$ cat src/rtl/clk_div_bank.sv
// clk_div_bank: a bank of CHANNELS programmable 50%-duty clock dividers.
// Configuration arrives as a serial frame: shifted in while cfg_en_i is high
// and committed on the falling edge of cfg_en_i. A commit with the wrong bit
// count is rejected and flagged on the sticky cfg_err_o. Every good commit
// restarts all channels together, so enabled outputs stay phase aligned.
// Frame layout, first bit shifted first: channel CHANNELS-1 down to channel 0,
// and each channel sends {en, div[CNT_W-1:0]} with en first.
// Optional build macro: CLK_DIV_BANK_READBACK_EN drives the shift register MSB
// out on cfg_data_o, registered, so several banks can be daisy-chained.
// Without the macro, cfg_data_o is tied low.
module clk_div_bank #(
    parameter int CHANNELS = 4,
    parameter int CNT_W    = 8
) (
    input  logic                                             clk,
    input  logic                                             rst_n,
    input  logic                                             cfg_en_i,
    input  logic                                             cfg_data_i,
    input  logic [((CHANNELS > 1) ? $clog2(CHANNELS) : 1)-1:0] sel_i,
    output logic [CHANNELS-1:0]                              div_clk_o,
    output logic [CNT_W-1:0]                                 sel_count_o,
    output logic                                             cfg_err_o,
    output logic                                             cfg_data_o
);
    localparam int CW    = CNT_W + 1;
    localparam int FRAME = CHANNELS * CW;
    localparam int SEL_W = (CHANNELS > 1) ? $clog2(CHANNELS) : 1;
    localparam int BC_W  = $clog2(FRAME + 2);

    logic [FRAME-1:0] shreg;
    logic [FRAME-1:0] active_cfg;
    logic [BC_W-1:0]  bit_cnt;
    logic             cfg_en_q;
    logic [CNT_W-1:0] cnt [CHANNELS];
    logic [CNT_W-1:0] sel_cnt;
    logic             commit;
    logic             good_commit;

    // A commit is the first edge that sees cfg_en_i low after it was high.
    assign commit      = cfg_en_q & ~cfg_en_i;
    assign good_commit = commit && (bit_cnt == BC_W'(FRAME));

    // Serial front end: shift, count bits, and take or reject the frame on commit.
    // After a good commit the shift register already holds the config just made
    // active, so the next frame pushes that config out first.
    always_ff @(posedge clk or negedge rst_n) begin
        if (!rst_n) begin
            shreg      <= '0;
            bit_cnt    <= '0;
            cfg_en_q   <= 1'b0;
            active_cfg <= '0;
            cfg_err_o  <= 1'b0;
        end else begin
            cfg_en_q <= cfg_en_i;
            if (cfg_en_i) begin
                shreg <= {shreg[FRAME-2:0], cfg_data_i};
                // Saturate just past FRAME so overlong frames can never alias a good count.
                if (bit_cnt != BC_W'(FRAME + 1)) begin
                    bit_cnt <= bit_cnt + 1'b1;
                end
            end else if (commit) begin
                bit_cnt <= '0;
                if (good_commit) begin
                    active_cfg <= shreg;
                    cfg_err_o  <= 1'b0;
                end else begin
                    cfg_err_o  <= 1'b1;
                end
            end
        end
    end

    // Divider counters: all restart from zero on a good commit, else count to div and toggle.
    always_ff @(posedge clk or negedge rst_n) begin
        if (!rst_n) begin
            for (int i = 0; i < CHANNELS; i++) begin
                cnt[i] <= '0;
            end
            div_clk_o <= '0;
        end else if (good_commit) begin
            for (int i = 0; i < CHANNELS; i++) begin
                cnt[i] <= '0;
            end
            div_clk_o <= '0;
        end else begin
            for (int i = 0; i < CHANNELS; i++) begin
                if (!active_cfg[i*CW + CNT_W]) begin
                    cnt[i]       <= '0;
                    div_clk_o[i] <= 1'b0;
                end else if (cnt[i] == active_cfg[i*CW +: CNT_W]) begin
                    cnt[i]       <= '0;
                    div_clk_o[i] <= ~div_clk_o[i];
                end else begin
                    cnt[i]       <= cnt[i] + 1'b1;
                end
            end
        end
    end

    // Counter select; codes beyond the last channel read as zero.
    always_comb begin
        sel_cnt = '0;
        for (int i = 0; i < CHANNELS; i++) begin
            if (sel_i == SEL_W'(i)) begin
                sel_cnt = cnt[i];
            end
        end
    end

    // Register the selected counter so the pad sees a clean value.
    always_ff @(posedge clk or negedge rst_n) begin
        if (!rst_n) begin
            sel_count_o <= '0;
        end else begin
            sel_count_o <= sel_cnt;
        end
    end

`ifdef CLK_DIV_BANK_READBACK_EN
    // Readback: shift register MSB, registered, for daisy-chaining.
    always_ff @(posedge clk or negedge rst_n) begin
        if (!rst_n) begin
            cfg_data_o <= 1'b0;
        end else begin
            cfg_data_o <= shreg[FRAME-1];
        end
    end
`else
    assign cfg_data_o = 1'b0;
`endif

endmodule

$ cat config.mk
export PLATFORM = sky130hd
export DESIGN_NAME = clk_div_bank
export DESIGN_NICKNAME = d
export VERILOG_FILES = /design/src/rtl/clk_div_bank.sv
export SDC_FILE = /design/constraint.sdc
export NUM_CORES = 1
export LEC_CHECK = 0
export ABC_AREA = 1
export BUFFER_PORTS_ARGS = -buffer_cell sky130_fd_sc_hd__buf_2
export CAP_MARGIN = 15
export CORE_MARGIN = 5
export CORE_UTILIZATION = 25
export DETAILED_ROUTE_END_ITERATION = 8
export SETUP_SLACK_MARGIN = 0.02
export SLEW_MARGIN = 40
export SYNTH_ARGS = -nofsm -noshare
export SYNTH_HDL_FRONTEND = slang
export SYNTH_SLANG_ARGS = --single-unit
$ cat constraint.sdc
create_clock -name clk -period 1.9 [get_ports clk]
set_clock_uncertainty 0.1 [all_clocks]
set_input_delay 0.19 -clock clk [delete_from_list [all_inputs] [get_ports clk]]
set_output_delay 0.19 -clock clk [all_outputs]
set_load 0.02 [all_outputs]
# Word-level counts from Yosys, hierarchy flattened
# Index checks and enable logic that the tools add are counted.
# W data, S select, Z words.
totals:
  wordCells: 71
  output_inout_bits: 14
  reg_bits: 124
classes:
  n_addsub: 5
  bitwise: 6
  n_eq_ne: 14
  mux: 26
  reduce_logical: 6
op_table:
  columns: ["operator", "n"]
  rows:
  - ["$mux W8", 12]
  - ["$add A8 B1 Y8 const B", 4]
  - ["$eq A8 B8 Y1", 4]
  - ["$mux W32", 1]
  - ["$mux W6", 3]
  - ["$ne A3 B1 Y1 const B", 4]
  - ["$mux W1", 9]
  - ["$add A6 B1 Y6 const B", 1]
  - ["$eq A6 B6 Y1 const B", 1]
  - ["$ne A6 B6 Y1 const B", 1]
  - ["$not A1 Y1", 5]
  - ["$eq A2 B2 Y1 const B", 2]
  - ["$mux W4", 1]
  - ["$reduce_and A2 Y1", 2]
  - ["$reduce_and A3 Y1", 1]
  - ["$eq A2 B1 Y1 const B", 1]
  - ["$logic_not A2 Y1", 1]
  - ["$ne A2 B1 Y1 const B", 1]
  - ["$reduce_bool A2 Y1", 1]
  - ["$and A1 B1 Y1", 1]
  - ["$logic_and A1 B1 Y1", 1]

# Logic depth before layout (Yosys ltp)
# Gate-level depths: netlist of the first run.
depth:
  ltp_word: 5
  ltp_mapped: 10
  ltp_nobuf: 10

# Worst setup path after synthesis of the first run
# Ideal clock, no wire load.
synth_timing:
  path_type: "reg2reg"
  from: "register bit_cnt[0]"
  to: "register active_cfg[2]"
  arrival_time_ns: 1.258
  period_less_slack_ns: 1.475
  slack_ns: 0.425
  stages_incl_launch_ff: 10
  setup_time_ns: 0.117
  path_cell_list: "dfrtp_1 -> inv_1 -> ha_1 -> inv_1 -> nor2_2 -> nand2_4 -> buf_6 -> buf_6 -> nand2_1 -> o21ai_2"
synth_via:
  elab_chain_cells: 3
synth_rtl:
  columns: ["item", "line", "rtl"]
  rows:
  - ["start, declared", "32", "logic [BC_W-1:0] bit_cnt;"]
  - ["start signal, assigned", "59", "bit_cnt <= bit_cnt + 1'b1;"]
  - ["$eq A6 B6 Y1", "41", "assign good_commit = commit && (bit_cnt == BC_W'(FRAME));"]
  - ["$logic_and A1 B1 Y1", "41", null]
  - ["$reduce_and A3 Y1 (no source line)", null, null]
  - ["end signal, assigned", "64", "active_cfg <= shreg;"]
  - ["end, declared", "31", "logic [FRAME-1:0] active_cfg;"]
# No other way between the ends.
# A chain may end at the register's enable or synchronous reset.

# Final worst setup path of the first run
layout_timing:
  from: "register bit_cnt[0]"
  to: "register active_cfg[30]"
# Same word-level chain as after synthesis.

==> run_summary.xml, run 1 <==
<?xml version="1.0" encoding="UTF-8"?>
<metrics>
  <group name="synthesis">
    <metric name="count_of_synthesis_stage_warnings_from_yosys" unit="">0</metric>
    <metric name="synth_top_area_cell" unit="">sky130_fd_sc_hd__dfrtp_1</metric>
    <metric name="yosys.cell_types.count" unit="">33</metric>
    <metric name="post-synth-top-count-cell" unit="">sky130_fd_sc_hd__nand2_1</metric>
    <metric name="syn-cell-area" unit="mm²">0.00573</metric>
    <metric name="average_size_of_a_mapped_cell" unit="µm²">8.64</metric>
    <metric name="synth-async-reset-ratio" unit="">1.00</metric>
    <metric name="synth.top_cells.by_area" unit="">sky130_fd_sc_hd__dfrtp_1 (54%), sky130_fd_sc_hd__nand2_1 (12%), sky130_fd_sc_hd__inv_1 (6.2%), sky130_fd_sc_hd__o21ai_0 (4.5%), sky130_fd_sc_hd__nor2_1 (3.1%)</metric>
    <metric name="synth_enable_flop_cells" unit="">0</metric>
    <metric name="ys_seq_area_frac" unit="">0.542</metric>
    <metric name="synth.top_cells.by_count" unit="">sky130_fd_sc_hd__nand2_1 (187), sky130_fd_sc_hd__dfrtp_1 (124), sky130_fd_sc_hd__inv_1 (94)</metric>
    <metric name="mappedNetlistNets" unit="">676</metric>
    <metric name="post_syn_instances" unit="">663</metric>
    <metric name="postSynthRegisterBits" unit="">124</metric>
    <metric name="netlist.area_leader.share" unit="">0.542</metric>
    <metric name="predominant_post_synthesis_flop_cell" unit="">sky130_fd_sc_hd__dfrtp_1</metric>
  </group>
  <group name="die">
    <metric name="io_pins" unit="">20</metric>
    <metric name="floorplan.die_area" unit="mm²">0.0260</metric>
    <metric name="die_h" unit="µm">161</metric>
    <metric name="die_w" unit="µm">161</metric>
    <metric name="initial_core_util" unit="">0.254</metric>
    <metric name="floorplan.core_area" unit="mm²">0.0226</metric>
    <metric name="core.rowCount" unit="">55</metric>
  </group>
  <group name="timing">
    <metric name="finalHoldViolCount" unit="">0</metric>
    <metric name="timing.final.crit_share" unit="">0.860</metric>
    <metric name="period_minus_slack" unit="ns">1.63</metric>
    <metric name="setup_viol" unit="">0</metric>
    <metric name="grt_setup_unrepaired" unit="">false</metric>
    <metric name="timing_limited_maximum_frequency" unit="MHz">612</metric>
    <metric name="finalMaxSlewViolations" unit="">0</metric>
    <metric name="setup_total_negative_slack" unit="ns">0</metric>
  </group>
  <group name="clock_network">
    <metric name="clock-root-buffer" unit="">sky130_fd_sc_hd__clkbuf_16</metric>
    <metric name="tritoncts_clock_tree" unit="">built</metric>
    <metric name="cts.clk_slew.worst_paths" unit="ns">0.05</metric>
    <metric name="clk-insertion-delay-late" unit="ns">0.41</metric>
    <metric name="sink_count_of_the_clock_tree" unit="">124</metric>
    <metric name="ctsHtreeMaxLevel" unit="">4</metric>
    <metric name="clock_tree.buffer_depth" unit="">2</metric>
    <metric name="cts_made_buffers" unit="">17</metric>
    <metric name="cts_setup_buffers" unit="">0</metric>
  </group>
  <group name="drt">
    <metric name="drtPass1Iterations" unit="">4</metric>
    <metric name="post_drt_wl_per_cell" unit="µm">11.6</metric>
    <metric name="ant_nets" unit="">0</metric>
    <metric name="vias_per_cell" unit="">4.12</metric>
    <metric name="remaining_drc_errors" unit="">0</metric>
    <metric name="drt_iter0_markers" unit="">269</metric>
    <metric name="dr_total_vias" unit="">4080</metric>
    <metric name="totalWireLength" unit="µm">11500</metric>
  </group>
  <group name="worst_setup_path">
    <metric name="start_kind" unit="">flip-flop</metric>
    <metric name="required" unit="ns">2.12</metric>
    <metric name="crit_path_end_kind" unit="">flip-flop</metric>
    <metric name="timing.critical_path.arrival" unit="ns">1.86</metric>
    <metric name="cp_max_fo" unit="">37</metric>
    <metric name="crit_type" unit="">flip-flop to flip-flop</metric>
  </group>
  <group name="finish">
    <metric name="synthToLayoutAreaGrowth" unit="%">19.1</metric>
    <metric name="fillCellCount" unit="">2347</metric>
    <metric name="post_route_cells_drive_above_1_share" unit="">0.119</metric>
    <metric name="n_antenna_cell" unit="">0</metric>
    <metric name="layout.cell_area.non_filler" unit="mm²">0.00682</metric>
    <metric name="multiInputGateArea" unit="mm²">0.00216</metric>
    <metric name="sequential_cell_area" unit="mm²">0.00310</metric>
    <metric name="layout.nets" unit="">706</metric>
  </group>
  <group name="global_route">
    <metric name="number_of_global_route_vias_before_repair" unit="">4123</metric>
    <metric name="number_of_antenna_violations_at_the_first_check_in_global_routing" unit="">0</metric>
    <metric name="gr-usage-all-layers" unit="">0.0966</metric>
    <metric name="grt_pass1_wl" unit="µm">20100</metric>
    <metric name="grt-ovfl-total" unit="">0</metric>
    <metric name="pin_count_of_the_biggest_net_entering_global_routing" unit="">45</metric>
  </group>
  <group name="placement">
    <metric name="io_buffer_count" unit="">18</metric>
    <metric name="gpl.final_weighted_congestion" unit="">0.828</metric>
    <metric name="dp_hpwl" unit="µm">8160</metric>
    <metric name="postPlaceCellArea" unit="mm²">0.00617</metric>
  </group>
  <group name="power">
    <metric name="leakage" unit="nW">3.17</metric>
    <metric name="vdd_ir_drop_max" unit="µV">518</metric>
    <metric name="power.density_cell_area" unit="mW/mm²">1110</metric>
  </group>
  <group name="job">
    <metric name="max_cap_viol_count" unit="">0</metric>
  </group>
  <group name="hold_path">
    <metric name="timing.hold.worst.class" unit="">input port to flip-flop</metric>
  </group>
  <group name="status">
    <metric name="result_of_the_run" unit="">completed</metric>
  </group>
</metrics>
## per-stage QoR
stage	util	cells	hold slack (ns)	setup WS, ns	total power [mW]
after floorplan	-	663	-0.206	0.425	3.87
after global placement	0.273	956	0.0521	0.327	4.22
after detailed placement	0.273	956	0.0587	0.272	4.25
after CTS	0.302	991	0.0515	0.259	7.70
after global routing	0.302	991	0.0838	0.0966	7.98
final	0.302	991	0.0606	0.266	7.59
## worst max-delay path, stage by stage, from the launching register on
cell and delay [ns]:
sky130_fd_sc_hd__dfrtp_1 0.39, sky130_fd_sc_hd__inv_1 0.09, sky130_fd_sc_hd__ha_1 0.19, sky130_fd_sc_hd__inv_1 0.06
sky130_fd_sc_hd__nor2_2 0.05, sky130_fd_sc_hd__nand2_4 0.11, sky130_fd_sc_hd__buf_4 0.36, sky130_fd_sc_hd__nand2_1 0.08
sky130_fd_sc_hd__o21ai_1 0.11
## registers in the layout (all words and copies together) (netlist names)
signal / cells
cfg_en_q: 1
sel_count_o: 8
bit_cnt: 6
shreg: 36
active_cfg: 36
div_clk_o: 4
cnt: 32
cfg_err_o: 1
## report_power, final
group / switching, mW / internal (mW) / leakage, nW
combinational: 0.722 / 0.338 / 1.21
clock: 1.11 / 2.29 / 0.305
sequential: 0.221 / 2.91 / 1.66
total: 2.05 / 5.54 / 3.17
## final timing paths
| path | start | end | slack [ns] | cells past startpoint |
|---|---|---|---|---|
| setup / recovery | bit_cnt[0] | active_cfg[30] | 0.27 | 8 |
| setup reg to reg | bit_cnt[0] | active_cfg[30] | 0.27 | 8 |
| hold reg to reg | shreg[25] | shreg[26] | 0.38 | 2 |
| max in group asynchronous | rst_n | cnt[4] | 0.93 | 3 |
| min in group asynchronous | rst_n | active_cfg[13] | 0.16 | 2 |
| hold / removal | sel_i[1] | sel_count_o[2] | 0.06 | 3 |
## logic make-up (layout without fill, tap and decap cells)
group                    Yosys count  count (layout)  share of synthesized area
AND/OR/NAND/NOR                  282             282                      0.208
flip-flops                       124             124                      0.542
buffers and inverters            114             157                     0.0815
AO/OA/AOI/OAI                    105             105                      0.107
XOR/XNOR                          30              30                     0.0459
adder cells (fa/ha/maj)            7               7                     0.0153
other                              1               1                   0.000655
## metal layers
layer  wire (µm)  track usage  vias to the layer above
li1            -            -                     2132
met3         512       0.0342                       10
met1        5630        0.123                     1889
met5           0            0                        -
met4         155       0.0337                        0
met2        5180        0.152                       49
## repair_timing
action,4_1_cts,5_1_grt
endpoints found under the hold margin,63,0
gates resized for setup,0,0
hold buffers,3,0
## final cells by class
class / instances / share of cell area
sequential: 124 / 0.455
multi-input combinational: 425 / 0.316
clock buffer: 25 / 0.0712
inverter: 97 / 0.0541
tap: 285 / 0.0523
timing repair buffer: 28 / 0.0312
clock inverter: 7 / 0.0198
## cell usage in the layout, fill, tap and decap left out, types with 2 or more instances in the layout
cell	count
sky130_fd_sc_hd__clkinv_2	3
sky130_fd_sc_hd__xor2_1	11
sky130_fd_sc_hd__inv_1	94
sky130_fd_sc_hd__xnor2_1	19
sky130_fd_sc_hd__clkbuf_1	5
sky130_fd_sc_hd__dlygate4sd3_1	3
sky130_fd_sc_hd__ha_1	7
sky130_fd_sc_hd__buf_4	5
sky130_fd_sc_hd__o21ai_2	12
sky130_fd_sc_hd__buf_2	17
sky130_fd_sc_hd__nor3_1	9
sky130_fd_sc_hd__dfrtp_1	124
sky130_fd_sc_hd__nor2_2	3
sky130_fd_sc_hd__nor2_1	47
sky130_fd_sc_hd__nand2_4	4
sky130_fd_sc_hd__bufinv_16	4
sky130_fd_sc_hd__o21ai_1	22
sky130_fd_sc_hd__nor2_4	3
sky130_fd_sc_hd__clkbuf_8	3
sky130_fd_sc_hd__a21oi_1	7
sky130_fd_sc_hd__inv_2	2
sky130_fd_sc_hd__buf_12	3
sky130_fd_sc_hd__nand3_1	24
sky130_fd_sc_hd__nand2_1	187
sky130_fd_sc_hd__o21ai_0	51
sky130_fd_sc_hd__o22ai_1	7
sky130_fd_sc_hd__clkbuf_16	17
sky130_fd_sc_hd__o21bai_2	4
Power figures use the tool's default switching activity.
==> run 2: changes to the inputs <==
--- a/config.mk
+++ b/config.mk
@@ -9,7 +9,7 @@
 export BUFFER_PORTS_ARGS = -buffer_cell sky130_fd_sc_hd__buf_2
 export CAP_MARGIN = 15
 export CORE_MARGIN = 5
-export CORE_UTILIZATION = 25
+export CORE_UTILIZATION = 30
 export DETAILED_ROUTE_END_ITERATION = 8
 export SETUP_SLACK_MARGIN = 0.02
 export SLEW_MARGIN = 40
==> constraint.sdc (replaced) <==
create_clock -name clk -period 2 [get_ports clk]
set_clock_uncertainty 0.1 [all_clocks]
set_input_delay 0.2 -clock clk [delete_from_list [all_inputs] [get_ports clk]]
set_output_delay 0.2 -clock clk [all_outputs]
set_load 0.02 [all_outputs]
==> run 2 against run 1 <==
  * Global-route usage up 1.7 points
  * Setup slack improved by 0.17 ns
  * Total power decreased by 3.5%
  * Utilization rose by 5.8 points
  * Clock power fell by 1%
  * Combinational power is 6% lower
  * Sequential cell count unchanged
  * Sequential power is 5% lower
  * Via count up 0.44%
==> run_summary.xml, run 2 (synthesized netlist as in run 1, its figures left out) <==
<?xml version="1.0" encoding="UTF-8"?>
<metrics>
  <group name="timing">
    <metric name="finalMaxSlewViolations" unit="">0</metric>
    <metric name="timing_limited_maximum_frequency" unit="MHz">641</metric>
    <metric name="maxSlewHeadroom" unit="">0.622</metric>
    <metric name="timing.final.crit_share" unit="">0.781</metric>
    <metric name="worst_slew_pin_slew" unit="ns">0.567</metric>
    <metric name="setup_viol" unit="">0</metric>
    <metric name="period_minus_slack" unit="ns">1.56</metric>
    <metric name="grt_setup_unrepaired" unit="">false</metric>
    <metric name="setup_total_negative_slack" unit="ns">0</metric>
    <metric name="finalHoldViolCount" unit="">0</metric>
  </group>
  <group name="worst_setup_path">
    <metric name="required" unit="ns">2.21</metric>
    <metric name="timing.critical_path.arrival" unit="ns">1.77</metric>
    <metric name="timing.critical_path.cells" unit="">inv_1 &gt; ha_1 &gt; inv_1 &gt; nor2_2 &gt; nand2_4 &gt; inv_6 &gt; nor2_2 &gt; nand2_4 &gt; nand2_1 &gt; nand2_1</metric>
    <metric name="cp_num_buf_inv" unit="">3</metric>
    <metric name="cp_max_fo" unit="">9</metric>
    <metric name="start_kind" unit="">flip-flop</metric>
    <metric name="crit_type" unit="">flip-flop to flip-flop</metric>
    <metric name="crit_path_end_kind" unit="">flip-flop</metric>
    <metric name="slowest_stage" unit="">sky130_fd_sc_hd__dfrtp_1</metric>
    <metric name="cp_top_family" unit="">simple AND/OR/NAND/NOR gates</metric>
    <metric name="critical-path-max-stage-delay" unit="ns">0.38</metric>
  </group>
  <group name="finish">
    <metric name="fillCellCount" unit="">1930</metric>
    <metric name="final_common_cell" unit="">sky130_fd_sc_hd__nand2_1</metric>
    <metric name="synthToLayoutAreaGrowth" unit="%">18.1</metric>
    <metric name="fin_util" unit="">0.360</metric>
    <metric name="layout.nets" unit="">706</metric>
    <metric name="top_regs" unit="">active_cfg: 36 flops, shreg: 36 flops, cnt: 32 flops</metric>
    <metric name="post_route_cells_drive_above_1_share" unit="">0.119</metric>
    <metric name="layout_common_cells" unit="">sky130_fd_sc_hd__nand2_1 (187), sky130_fd_sc_hd__dfrtp_1 (124), sky130_fd_sc_hd__inv_1 (94)</metric>
    <metric name="n_antenna_cell" unit="">0</metric>
  </group>
  <group name="power">
    <metric name="leakage" unit="nW">3.17</metric>
    <metric name="power.density_cell_area" unit="mW/mm²">1080</metric>
    <metric name="vdd_ir_drop_max" unit="µV">550</metric>
  </group>
  <group name="drt">
    <metric name="dr_total_vias" unit="">4098</metric>
    <metric name="ant_nets" unit="">0</metric>
    <metric name="totalWireLength" unit="µm">11300</metric>
    <metric name="vias_per_cell" unit="">4.36</metric>
    <metric name="remaining_drc_errors" unit="">0</metric>
    <metric name="drt_iter0_markers" unit="">231</metric>
    <metric name="drtPass1Iterations" unit="">4</metric>
    <metric name="post_drt_wl_per_cell" unit="µm">12.0</metric>
  </group>
  <group name="global_route">
    <metric name="gr-usage-all-layers" unit="">0.114</metric>
    <metric name="grt-ovfl-total" unit="">0</metric>
    <metric name="pin_count_of_the_biggest_net_entering_global_routing" unit="">44</metric>
    <metric name="grt_pass1_wl" unit="µm">20100</metric>
    <metric name="number_of_global_route_vias_before_repair" unit="">4006</metric>
    <metric name="number_of_antenna_violations_at_the_first_check_in_global_routing" unit="">0</metric>
  </group>
  <group name="clock_network">
    <metric name="clock_tree.buffer_depth" unit="">2</metric>
    <metric name="cts_made_buffers" unit="">17</metric>
    <metric name="clock-root-buffer" unit="">sky130_fd_sc_hd__clkbuf_16</metric>
    <metric name="clk-insertion-delay-late" unit="ns">0.42</metric>
    <metric name="tritoncts_clock_tree" unit="">built</metric>
    <metric name="cts_setup_buffers" unit="">0</metric>
    <metric name="ctsHtreeMaxLevel" unit="">4</metric>
    <metric name="sink_count_of_the_clock_tree" unit="">124</metric>
    <metric name="cts.clk_slew.worst_paths" unit="ns">0.05</metric>
  </group>
  <group name="placement">
    <metric name="gpl.final_weighted_congestion" unit="">0.819</metric>
    <metric name="dp_hpwl" unit="µm">8080</metric>
    <metric name="io_buffer_count" unit="">18</metric>
  </group>
  <group name="job">
    <metric name="max_cap_viol_count" unit="">0</metric>
  </group>
  <group name="die">
    <metric name="core.rowCount" unit="">50</metric>
    <metric name="io_pins" unit="">20</metric>
    <metric name="die_w" unit="µm">148</metric>
    <metric name="floorplan.core_area" unit="mm²">0.0188</metric>
    <metric name="floorplan.die_area" unit="mm²">0.0220</metric>
    <metric name="die_h" unit="µm">148</metric>
    <metric name="initial_core_util" unit="">0.305</metric>
  </group>
  <group name="status">
    <metric name="result_of_the_run" unit="">completed</metric>
  </group>
  <group name="hold_path">
    <metric name="timing.hold.worst.class" unit="">input port to flip-flop</metric>
  </group>
</metrics>
## run 2: cell type report
type / count / area (µm²) / share of cell area
clock buffers: 24 / 482 / 0.0712
flip-flops and latches: 124 / 3100 / 0.459
clock inverters: 7 / 160 / 0.0237
well taps: 234 / 293 / 0.0433
repair buffers: 28 / 200 / 0.0296
multi-input cells: 425 / 2160 / 0.319
inverters: 97 / 369 / 0.0546
## run 2: per-stage QoR
step / hold slack, ns / total power [mW] / setup WS [ns] / area, µm² / cells
4_1_cts: 0.0164 / 7.42 / 0.422 / 6760 / 939
6_report: 0.0527 / 7.33 / 0.439 / 6760 / 939
2_1_floorplan: -0.196 / 3.67 / 0.525 / 5730 / 663
5_1_grt: 0.0469 / 7.72 / 0.259 / 6760 / 939
3_3_place_gp: 0.131 / 4.01 / 0.476 / 6090 / 905
3_5_place_dp: 0.137 / 4.03 / 0.432 / 6090 / 905
## run 2: final timing paths
path                            start        endpoint  slack [ns]  cells past startpoint
max                        bit_cnt[0]    div_clk_o[0]        0.44                     10
min                          sel_i[1]  sel_count_o[2]        0.05                      3
max reg2reg                bit_cnt[0]    div_clk_o[0]        0.44                     10
min reg2reg                  shreg[7]        shreg[8]        0.38                      2
max in group asynchronous       rst_n       shreg[15]        0.95                      3
min in group asynchronous       rst_n  active_cfg[31]        0.21                      2
## run 2: what timing repair did
action	4_1_cts	5_1_grt
hold buffers	3	0
gates resized for setup	0	0
endpoints found under the hold margin	42	0
## run 2: metal layers
metal,vias to the layer above,share of wire,GRT usage
met3,11,0.045,0.0399
li1,2126,-,-
met4,0,0.011,0.0393
met2,57,0.44,0.166
met1,1904,0.51,0.157
met5,-,0,0
## run 2: tightest hold or removal path, stage by stage
cell                      delay (ns)
sky130_fd_sc_hd__buf_2          0.12
sky130_fd_sc_hd__nand3_1        0.08
sky130_fd_sc_hd__nand4_1        0.12
## run 2: power breakdown
group / switching (mW) / internal (mW) / leakage [nW]
clock network: 1.06 / 2.30 / 0.314
logic: 0.677 / 0.320 / 1.20
registers: 0.209 / 2.76 / 1.66
total: 1.94 / 5.38 / 3.17
